File: src/rtl/mem_access_stage.sv
// MEM stage: issues loads/stores on a req/ack data-memory port, steers byte lanes,
// extends loaded bytes and registers the MEM/WB result. Stalls upstream while an access is open.
module mem_access_stage #(
    parameter logic [3:0] TIMEOUT = 4'd15
) (
    input  logic        clk,
    input  logic        rst_n,
    input  logic        valid_Mem,
    input  logic [31:0] ALU_ans_Mem,
    input  logic [31:0] busB_Mem,
    input  logic [4:0]  Reg_Target_Mem,
    input  logic        RegWr_Mem,
    input  logic        MemToReg_Mem,
    input  logic        MemWr_Mem,
    input  logic        WrByte_Mem,
    input  logic [1:0]  LoadByte_Mem,
    output logic        dm_req,
    output logic        dm_we,
    output logic [31:0] dm_addr,
    output logic [3:0]  dm_be,
    output logic [31:0] dm_wdata,
    input  logic [31:0] dm_rdata,
    input  logic        dm_ack,
    output logic        stall_out,
    output logic        wb_valid,
    output logic        wb_RegWr,
    output logic [4:0]  wb_Reg_Target,
    output logic [31:0] wb_data,
    output logic        mem_err,
    output logic        state_dbg
);

    // Handshake: dm_req rises on the issue edge and every dm_* output stays frozen until
    // the edge that samples a one-cycle dm_ack (or the timeout edge); dm_rdata is only
    // meaningful in the dm_ack cycle, and an ack seen outside WAIT is dropped.
    typedef enum logic {S_IDLE = 1'b0, S_WAIT = 1'b1} state_t;

    state_t      state;
    logic [3:0]  cnt;
    logic [31:0] lat_alu;
    logic        lat_store;
    logic        lat_regwr;
    logic [1:0]  lat_lt;
    logic [4:0]  lat_rd;

    logic        mem_op;
    logic        word_op;
    logic        misaligned;
    logic        issue;
    logic [31:0] lane_word;
    logic [31:0] load_data;

    always_comb begin
        mem_op = valid_Mem & (MemWr_Mem | MemToReg_Mem);
        if (MemWr_Mem)
            word_op = ~WrByte_Mem;
        else
            word_op = ~((LoadByte_Mem == 2'b01) || (LoadByte_Mem == 2'b10));
        misaligned = mem_op & word_op & (ALU_ans_Mem[1:0] != 2'b00);
        issue      = (state == S_IDLE) & mem_op & ~misaligned;
        stall_out  = issue | ((state == S_WAIT) & ~dm_ack & (cnt != TIMEOUT));
    end

    // Little-endian lane select: shift the addressed byte down to bits 7:0.
    always_comb begin
        lane_word = dm_rdata >> {lat_alu[1:0], 3'b000};
        case (lat_lt)
            2'b01:   load_data = {{24{lane_word[7]}}, lane_word[7:0]};
            2'b10:   load_data = {24'd0, lane_word[7:0]};
            default: load_data = dm_rdata;
        endcase
    end

    assign state_dbg = (state == S_WAIT);

    always_ff @(posedge clk or negedge rst_n) begin
        if (!rst_n) begin
            state         <= S_IDLE;
            cnt           <= 4'd0;
            lat_alu       <= 32'd0;
            lat_store     <= 1'b0;
            lat_regwr     <= 1'b0;
            lat_lt        <= 2'b00;
            lat_rd        <= 5'd0;
            dm_req        <= 1'b0;
            dm_we         <= 1'b0;
            dm_addr       <= 32'd0;
            dm_be         <= 4'd0;
            dm_wdata      <= 32'd0;
            wb_valid      <= 1'b0;
            wb_RegWr      <= 1'b0;
            wb_Reg_Target <= 5'd0;
            wb_data       <= 32'd0;
            mem_err       <= 1'b0;
        end else begin
            mem_err <= 1'b0;
            case (state)
                S_IDLE: begin
                    if (issue) begin
                        state     <= S_WAIT;
                        cnt       <= 4'd0;
                        lat_alu   <= ALU_ans_Mem;
                        lat_store <= MemWr_Mem;
                        lat_regwr <= RegWr_Mem;
                        lat_lt    <= LoadByte_Mem;
                        lat_rd    <= Reg_Target_Mem;
                        dm_req    <= 1'b1;
                        dm_we     <= MemWr_Mem;
                        dm_addr   <= {ALU_ans_Mem[31:2], 2'b00};
                        if (MemWr_Mem && WrByte_Mem) begin
                            dm_be    <= 4'b0001 << ALU_ans_Mem[1:0];
                            dm_wdata <= {4{busB_Mem[7:0]}};
                        end else begin
                            dm_be    <= 4'hF;
                            dm_wdata <= MemWr_Mem ? busB_Mem : 32'd0;
                        end
                        wb_valid <= 1'b0;
                        wb_RegWr <= 1'b0;
                    end else begin
                        wb_valid      <= valid_Mem;
                        wb_RegWr      <= valid_Mem & RegWr_Mem & ~mem_op;
                        wb_Reg_Target <= Reg_Target_Mem;
                        wb_data       <= ALU_ans_Mem;
                        mem_err       <= misaligned;
                    end
                end
                S_WAIT: begin
                    if (dm_ack) begin
                        state         <= S_IDLE;
                        dm_req        <= 1'b0;
                        wb_valid      <= 1'b1;
                        wb_RegWr      <= ~lat_store & lat_regwr;
                        wb_Reg_Target <= lat_rd;
                        wb_data       <= lat_store ? lat_alu : load_data;
                    end else if (cnt == TIMEOUT) begin
                        state         <= S_IDLE;
                        dm_req        <= 1'b0;
                        mem_err       <= 1'b1;
                        wb_valid      <= 1'b1;
                        wb_RegWr      <= 1'b0;
                        wb_Reg_Target <= lat_rd;
                        wb_data       <= lat_alu;
                    end else begin
                        cnt <= cnt + 4'd1;
                    end
                end
                default: state <= S_IDLE;
            endcase
        end
    end

endmodule

File: config.mk
export PLATFORM = sky130hd
export DESIGN_NAME = mem_access_stage
export DESIGN_NICKNAME = d
export VERILOG_FILES = /design/src/rtl/mem_access_stage.sv
export SDC_FILE = /design/constraint.sdc
export NUM_CORES = 1
export LEC_CHECK = 0
export BUFFER_PORTS_ARGS = -buffer_cell sky130_fd_sc_hd__buf_2
export CAP_MARGIN = 20
export CORE_MARGIN = 2
export CORE_UTILIZATION = 50
export CTS_BUF_LIST = sky130_fd_sc_hd__clkbuf_8 sky130_fd_sc_hd__clkbuf_16
export DETAILED_ROUTE_END_ITERATION = 10
export PLACE_DENSITY = 0.85
export SYNTH_ARGS = -nofsm -noshare
export SYNTH_HDL_FRONTEND = slang
export SYNTH_SLANG_ARGS = --single-unit
File: constraint.sdc
create_clock -name clk -period 4.8 [get_ports clk]
set_clock_uncertainty 0.05 [all_clocks]
set_input_delay 0.72 -clock clk [delete_from_list [all_inputs] [get_ports clk]]
set_output_delay 0.72 -clock clk [all_outputs]
set_load 0.01 [all_outputs]
==> results of run 1 <==
==> final cells by class <==
cell class / count / area (sq um) / share of cell area (%)
clock buffer: 19 / 453 / 5.67
timing repair buffer: 225 / 1150 / 14.4
inverter: 41 / 154 / 1.93
clock inverter: 12 / 133 / 1.66
sequential: 123 / 3080 / 38.5
multi-input combinational: 341 / 2810 / 35.1
tap: 172 / 215 / 2.69
==> kinds of logic after synthesis <==
logic type,after synthesis,synth area share (%)
buffers and inverters,118,9.72
flip-flops,123,47.3
adder cells (fa/ha/maj),3,0.577
AO/OA/AOI/OAI,141,17.0
AND/OR/NAND/NOR,92,7.77
multiplexers,100,17.1
other,1,0.0577
XOR/XNOR,3,0.404
==> power by group <==
| part | switching, W | internal [W] |
|---|---|---|
| logic | 0.000628 | 0.000550 |
| registers | 0.000218 | 0.00132 |
| clock network | 0.000440 | 0.000827 |
| total | 0.00129 | 0.00269 |
==> per-stage QoR <==
stage	cell area (sq um)	total power (W)	util [%]	hold slack, ns
floorplan	6510	0.00232	-	0.374
global placement	7410	0.00267	58.5	0.417
detailed placement	7410	0.00271	58.5	0.419
CTS	7990	0.00399	63.1	0.375
global route	7990	0.00417	63.1	0.420
finish	7990	0.00398	63.1	0.352
==> synthesized netlist by cell type, drive strengths merged, types with 2 or more instances <==
cell type / count
mux2i: 19
nand3: 7
nand3b: 6
nand4: 8
ha: 3
a21boi: 25
inv: 40
mux2: 80
a31oi: 2
o221a: 5
o32ai: 24
clkbuf: 23
nor2b: 5
a21o: 2
nor2: 3
dfrtp: 123
nand2: 22
and2: 3
a21oi: 27
o311ai: 8
o21ai: 14
xor2: 2
buf: 54
nand2b: 26
nor3: 8
o221ai: 28
==> critical path: cells and delay by family (launching register included) <==
kind	cells	cell delay, ns
AOI/OAI and AO/OA	1	0.15
buffers and inverters	2	0.22
DFF	1	0.75
and+or+nand+nor	2	1.31
==> final timing paths <==
check | start | to | slack, ns | depth (start not counted)
setup / recovery | state_dbg | stall_out | 1.17 | 5
hold / removal | rst_n | lat_alu[16] | 0.35 | 1
setup reg to reg | state_dbg | dm_wdata[21] | 1.19 | 5
hold reg to reg | dm_req | dm_req | 0.43 | 1
max in group asynchronous | rst_n | lat_alu[30] | 3.38 | 2
min in group clk | dm_req | dm_req | 0.43 | 1
==> per-layer routing <==
| layer | global-route usage [%] | share of wire (%) | up-vias |
|---|---|---|---|
| li1 | - | - | 2425 |
| met1 | 32.4 | 42 | 2621 |
| met2 | 39.6 | 48 | 223 |
| met3 | 6.35 | 6.5 | 57 |
| met4 | 13.6 | 3.5 | 0 |
| met5 | 0 | 0 | - |
==> flip-flops by register name (all words and copies together) (netlist names), 2 cells and up <==
| name | cells |
|---|---|
| cnt | 4 |
| dm_be | 4 |
| dm_wdata | 32 |
| lat_alu | 32 |
| lat_lt | 2 |
| lat_rd | 5 |
| wb_Reg_Target | 5 |
| wb_data | 32 |
==> reports/qor.txt, run 1 <==
status - complete, no violations
top post-synthesis cells by area - dfrtp_1 (47%), mux2_2 (14%), buf_4 (4.5%), o221ai_1 (3.6%), mux2i_1 (2.9%)
Cell Chain, Critical Path - nor2b_1 -> nor2b_1 -> a21oi_4 -> inv_1 -> buf_2
crit path time final - 3.63 ns
most used cell, CP - nor2b_1
CTS tree - yes
post-route clock period utilization - 75.7%
Final setup viols - 0
post-synthesis cell area - 6500 sq um
Non-Filler Instances - 933
Crit Path Class - reg2out
wire length per cell - 19.0 microns
detailed router's first-iteration violation count - 539
# DRC - 0
final net count - 863
relative slew slack - 26.5%
CP required - 4.03 ns
final hold violations - 0
CP arrival - 2.86 ns
Setup Fix Bufs, Post-CTS - 0
area delta synth->final - 22.9%
setup TNS after final layout - 0 ns
Slew @ Worst Pin - 1.10 ns
drt pass-1 iters - 5
CTS clk-pin slew, worst paths - 0.06 ns
htree depth - 4
clock sink count - 123
largest net degree at the start of global routing - 69
Port Buf Inserts - 220
number of flops mapped to enable cells by yosys - 0
layout cell share with drive strength beyond 1 - 45.6%
VDD IR max - 0.270 mV
TritonCTS buffer count - 17
Ys Warns - 0
crit path max fanout - 52
Synth Flop Type - dfrtp_1
Async SR Flop Fraction - 100%
RePlAce Congestion - 0.876
Crit. End Element - primary output
Worst path slowest cell - dfrtp_2
Placement Rows - 41
Hold Path Class - in2async
Cell Pwr Density - 498 nW/um^2
fmax - 0.275 GHz
number of global-route vias before repair - 5,254
Mapped Cells - 581
crit path launch type - flip-flop
Max-cap violations - 0
Die Y - 118 microns
Std-Cell Core Area - 12,700 sq um
Lkg Pwr - 3.86 nW
chip width - 118 microns
slowest cell delay on critical path - 0.75 ns
Final ANT Viol Nets - 0
Routed WL - 17,700 microns
die area - 13,900 sq um
most common cell after layout, fill and taps aside - buf_2
max-slew violations - 0
vias per cell - 5.71
clk buf depth - 2
syn_area_per_cell - 11.2 sq um
fin worst setup slack - 1.17 ns
Skew-Pair Late Insertion Delay - 0.42 ns
CTS root buffer - clkbuf_16
leading area contributor after synthesis - dfrtp_1
Post-CTS Resized - 0
RSZ-0062 raised after global routing - false
Placed Instances - 902
via count - 5,326
Fillers - 1,033
top cell type's share of synthesized area - 47.3%
Antenna Cells - 0
commonest non-fill, non-tap cells in the layout - buf_2 (219), dfrtp_1 (122), mux2_2 (80)
DP HPWL - 12,400 microns
Remaining Overflow, GRT - 0
global-route wire length before repair - 27,500 microns
I/O Pins - 223
sequential cell area fraction in the yosys report - 47.3%
initial antenna violation count - 0
Starting Density - 51.3%
post-synth cell types - 46
GR Util All Layers - 25.3%
pre-CTS WS - 1.21 ns
hold buffer count at cts - 0
synthesized flop and latch total - 123
(Power assumes the default switching activity.)
==> inputs of run 2 (changes only) <==
- clock period: 4.8 -> 3.4 ns (I/O delays scaled with it)
==> reports/qor.txt, run 2 (synthesis gave the netlist of run 1 again) <==
total power - 0.00551 W (+38%)
fmax - 0.368 GHz
I/O Pins - 223 (unchanged)
CTS tree - yes
CTS root buffer - clkbuf_16
Slew @ Worst Pin - 1.00 ns (-0.0954 ns)
wire length per cell - 18.9 microns (-0.28%)
number of global-route vias before repair - 5,409 (+3.0%)
worst reg2reg startpoint - lat_lt[0]
r2r setup slk - 0.91 ns (-0.28 ns)
RePlAce Congestion - 0.896 (+2.4%)
setup TNS after final layout - 0 ns (unchanged)
CTS clk-pin slew, worst paths - 0.06 ns (about the same)
chip width - 118 microns (unchanged)
critical path's top delay family - simple AND/OR/NAND/NOR gates
via count - 5,413 (+1.6%)
Worst R2R End - wb_data[5]
Final ANT Viol Nets - 0 (unchanged)
slowest cell delay on critical path - 0.46 ns (-0.29 ns)
CP required - 2.84 ns (-1.19 ns)
Die Y - 118 microns (unchanged)
Skew-Pair Late Insertion Delay - 0.42 ns (about the same)
Placement Rows - 41 (unchanged)
VDD IR max - 0.418 mV (+55%)
FF-to-FF path depth - 7 (+2)
GR Util All Layers - 26.1% (+0.73 points)
initial antenna violation count - 2 (+2)
Starting Density - 51.3% (unchanged)
DP HPWL - 12,700 microns (+2.7%)
Port Buf Inserts - 220 (unchanged)
Crit Path Class - reg2out
Remaining Overflow, GRT - 0 (unchanged)
TritonCTS buffer count - 17 (unchanged)
max-slew violations - 0 (unchanged)
crit path max fanout - 50 (-3.8%)
drt pass-1 iters - 6 (+1)
clk buf depth - 2 (unchanged)
largest net degree at the start of global routing - 62 (-10%)
# DRC - 0 (unchanged)
most common cell after layout, fill and taps aside - buf_2
global-route wire length before repair - 28,500 microns (+3.6%)
die area - 13,900 sq um (unchanged)
Final setup viols - 0 (unchanged)
Crit. End Element - primary output
vias per cell - 5.73 (+0.45%)
Std-Cell Core Area - 12,700 sq um (unchanged)
commonest non-fill, non-tap cells in the layout - buf_2 (219), dfrtp_1 (122), mux2_2 (80)
Largest regs - dm_wdata x32, lat_alu x32, wb_data x32
Routed WL - 17,900 microns (+0.89%)
htree depth - 4 (unchanged)
final net count - 871 (+0.93%)
Max-cap violations - 0 (unchanged)
clock sink count - 123 (unchanged)
post-route clock period utilization - 79.9%
fin util - 63.6% (+0.47 points)
Lkg Pwr - 3.88 nW (+0.65%)
Cell Chain, Critical Path - buf_4 -> nor2b_1 -> and2_1 -> a21oi_4 -> inv_1 -> buf_2
Post-CTS Resized - 0 (unchanged)
Hold Path Class - in2async
status - complete, no violations
hold_ws - 0.118 ns (-0.234 ns)
crit path launch type - flip-flop
Worst path slowest cell - buf_4
Setup Fix Bufs, Post-CTS - 0 (unchanged)
layout cell share with drive strength beyond 1 - 46.2% (+0.64 points)
relative slew slack - 32.9% (+6.4 points)
final hold violations - 0 (unchanged)
crit path time final - 2.72 ns
Worst Path Buf+Inv - 3 (+1)
RSZ-0062 raised after global routing - false
area delta synth->final - 23.9%
hold buffer count at cts - 0 (unchanged)
detailed router's first-iteration violation count - 392 (-27%)
CP arrival - 2.16 ns (-0.70 ns)
Cell Pwr Density - 684 nW/um^2 (+37%)
run 2: cell types whose count changed in the layout (fill, tap and decap cells not counted), sizes merged:
cell      change
buf           +8
clkbuf        +4
bufinv        -3
clkinv        -2
clkinvlp      +2
diode         +2
run 2: metal layers:
layer	vias up	global-route usage (%)	share of wire, %
met3	54	7.66	7.6
li1	2445	-	-
met5	-	0	0
met4	0	12.6	3.5
met2	261	39.5	48
met1	2653	34.3	41
run 2: cell type report:
| type | count | area (sq um) |
|---|---|---|
| inverter | 41 | 154 |
| sequential | 123 | 3080 |
| multi-input combinational | 341 | 2810 |
| clock inverter | 9 | 47.5 |
| fill | 1057 | 4620 |
| tap | 172 | 215 |
| clock buffer | 23 | 508 |
| timing repair buffer | 233 | 1240 |
| antenna | 2 | 5.00 |
run 2: worst max path at each step:
stage	start	end	slack, ns	depth (start not counted)
6_report	state_dbg	stall_out	0.68	6
5_1_grt	state_dbg	stall_out	0.51	6
4_1_cts	state_dbg	stall_out	0.67	6
3_5_place_dp	valid_Mem	dm_wdata[20]	0.81	6
3_3_place_gp	valid_Mem	dm_be[0]	0.81	6
2_1_floorplan	valid_Mem	stall_out	1.09	8
run 2: power by group:
| group | total (W) | switching, W | internal, W | leakage [nW] |
|---|---|---|---|---|
| Sequential | 0.00211 | 0.000252 | 0.00186 | 1.49 |
| Combinational | 0.00173 | 0.000937 | 0.000793 | 2.11 |
| Clock | 0.00167 | 0.000635 | 0.00103 | 0.282 |
| Total | 0.00551 | 0.00182 | 0.00369 | 3.88 |
run 2: stage by stage:
step / instance area (sq um) / worst slack (ns) / instances
floorplan: 6510 / 1.09 / 582
global placement: 7490 / 0.809 / 910
detailed placement: 7490 / 0.813 / 910
CTS: 8050 / 0.673 / 942
global route: 8050 / 0.508 / 944
finish: 8050 / 0.684 / 944
==> inputs of run 3 (changes only) <==
- clock period: 3.4 -> 2.69 ns (I/O delays scaled with it)
==> reports/qor.txt, run 3 (synthesis gave the netlist of run 1 again) <==
number of global-route vias before repair - 5,265 (-2.7%)
Placement Rows - 41 (unchanged)
setup TNS after final layout - 0 ns (unchanged)
largest net degree at the start of global routing - 64 (+3.2%)
chip width - 118 microns (unchanged)
GR Util All Layers - 25.7% (-0.40 points)
detailed router's first-iteration violation count - 425 (+8.4%)
Hold Path Class - in2reg
FF-to-FF path depth - 4 (-3)
most common cell after layout, fill and taps aside - buf_2
Crit. End Element - primary output
Crit Path Class - reg2out
Largest regs - dm_wdata x32, lat_alu x32, wb_data x32
Remaining Overflow, GRT - 0 (unchanged)
layout cell share with drive strength beyond 1 - 46.9% (+0.62 points)
drt pass-1 iters - 7 (+1)
CTS clk-pin slew, worst paths - 0.05 ns (about the same)
Fillers - 999 (-5.5%)
status - complete, no violations
htree depth - 4 (unchanged)
CP required - 2.24 ns (-0.60 ns)
wire length per cell - 18.5 microns (-2.1%)
Die Y - 118 microns (unchanged)
Max-cap violations - 0 (unchanged)
Antenna Cells - 0 (-2)
max-slew violations - 0 (unchanged)
worst reg2reg startpoint - lat_alu[0]
Non-Filler Instances - 951 (+0.74%)
CTS tree - yes
Worst R2R End - wb_data[27]
Slew @ Worst Pin - 0.781 ns (-0.223 ns)
vias per cell - 5.65 (-1.5%)
Routed WL - 17,600 microns (-1.4%)
clk buf depth - 2 (unchanged)
Cell Pwr Density - 870 nW/um^2 (+27%)
global-route wire length before repair - 28,000 microns (-1.9%)
r2r setup slk - 0.50 ns (-0.41 ns)
# DRC - 0 (unchanged)
VDD IR max - 0.616 mV (+47%)
commonest non-fill, non-tap cells in the layout - buf_2 (219), dfrtp_1 (122), mux2_2 (80)
Setup Fix Bufs, Post-CTS - 0 (unchanged)
final hold violations - 0 (unchanged)
TritonCTS buffer count - 17 (unchanged)
crit path time final - 2.35 ns
post-route clock period utilization - 87.3%
clock sink count - 123 (unchanged)
Port Buf Inserts - 220 (unchanged)
hold_ws - 0.180 ns (+0.0623 ns)
fin util - 64.3% (+0.69 points)
relative slew slack - 47.9% (+15 points)
RePlAce Congestion - 0.941 (+5.0%)
initial antenna violation count - 0 (-2)
CP arrival - 1.89 ns (-0.27 ns)
crit path launch type - flip-flop
via count - 5,374 (-0.72%)
final net count - 881 (+1.1%)
Skew-Pair Late Insertion Delay - 0.42 ns (about the same)
Lkg Pwr - 3.94 nW (+1.5%)
fmax - 0.426 GHz
die area - 13,900 sq um (unchanged)
Starting Density - 51.3% (unchanged)
RSZ-0062 raised after global routing - false
Placed Instances - 919 (+0.99%)
crit path max fanout - 17 (-66%)
CP startpoint - state_dbg
area delta synth->final - 25.2%
worst setup path endpoint - stall_out
I/O Pins - 223 (unchanged)
Final ANT Viol Nets - 0 (unchanged)
CTS root buffer - clkbuf_16
Final setup viols - 0 (unchanged)
DP HPWL - 12,900 microns (+1.2%)
Std-Cell Core Area - 12,700 sq um (unchanged)
-- run 3: power by group --
| group | switching [W] | leakage, nW | internal, W |
|---|---|---|---|
| clock | 0.000786 | 0.295 | 0.00141 |
| combinational | 0.00119 | 2.16 | 0.00103 |
| sequential | 0.000319 | 1.49 | 0.00235 |
| total | 0.00229 | 3.94 | 0.00479 |
-- run 3: stage by stage --
stage               cell area, sq um  setup slack [ns]  total power, W
finish                          8140             0.342         0.00708
global route                    8140             0.209         0.00744
CTS                             8140             0.330         0.00712
detailed placement              7560             0.504         0.00490
global placement                7560             0.556         0.00483
floorplan                       6510             0.595         0.00415
-- run 3: critical path, stage by stage, from the launching register on --
cell and delay (ns):
dfrtp_2 0.53, nor2b_1 0.34, and2_1 0.32, a21oi_4 0.10
inv_1 0.07, buf_2 0.12
-- run 3: layout make-up --
cell class / instances / area (sq um) / area share (%)
Timing Repair Buffer: 243 / 1320 / 16.2
Clock buffer: 20 / 467 / 5.73
Inverter: 41 / 154 / 1.89
Clock inverter: 11 / 104 / 1.28
Tap cell: 172 / 215 / 2.64
Sequential cell: 123 / 3080 / 37.8
Multi-Input combinational cell: 341 / 2810 / 34.5
-- run 3: routing by layer --
layer,GRT usage (%),wire [microns],vias up
met1,35.0,7720,2660
li1,-,-,2458
met3,6.49,1130,35
met4,10.5,415,0
met2,39.2,8370,221
met5,0,0,-
-- run 3: worst min-delay path by stage --
| stage | start | endpoint | slack [ns] | cells past startpoint |
|---|---|---|---|---|
| 3_3_place_gp | rst_n | lat_alu[13] | 0.35 | 1 |
| 4_1_cts | ALU_ans_Mem[7] | lat_alu[7] | 0.17 | 2 |
| 5_1_grt | ALU_ans_Mem[10] | lat_alu[10] | 0.18 | 2 |
| 6_report | ALU_ans_Mem[7] | lat_alu[7] | 0.18 | 2 |
| 3_5_place_dp | rst_n | lat_alu[13] | 0.37 | 1 |
| 2_1_floorplan | rst_n | cnt[0] | 0.06 | 0 |
-- run 3: repair_timing --
item,4_1_cts,5_1_grt
resized for setup,0,0
hold buffers,1,0
setup endpoints to repair,0,0
hold endpoints to repair,36,0
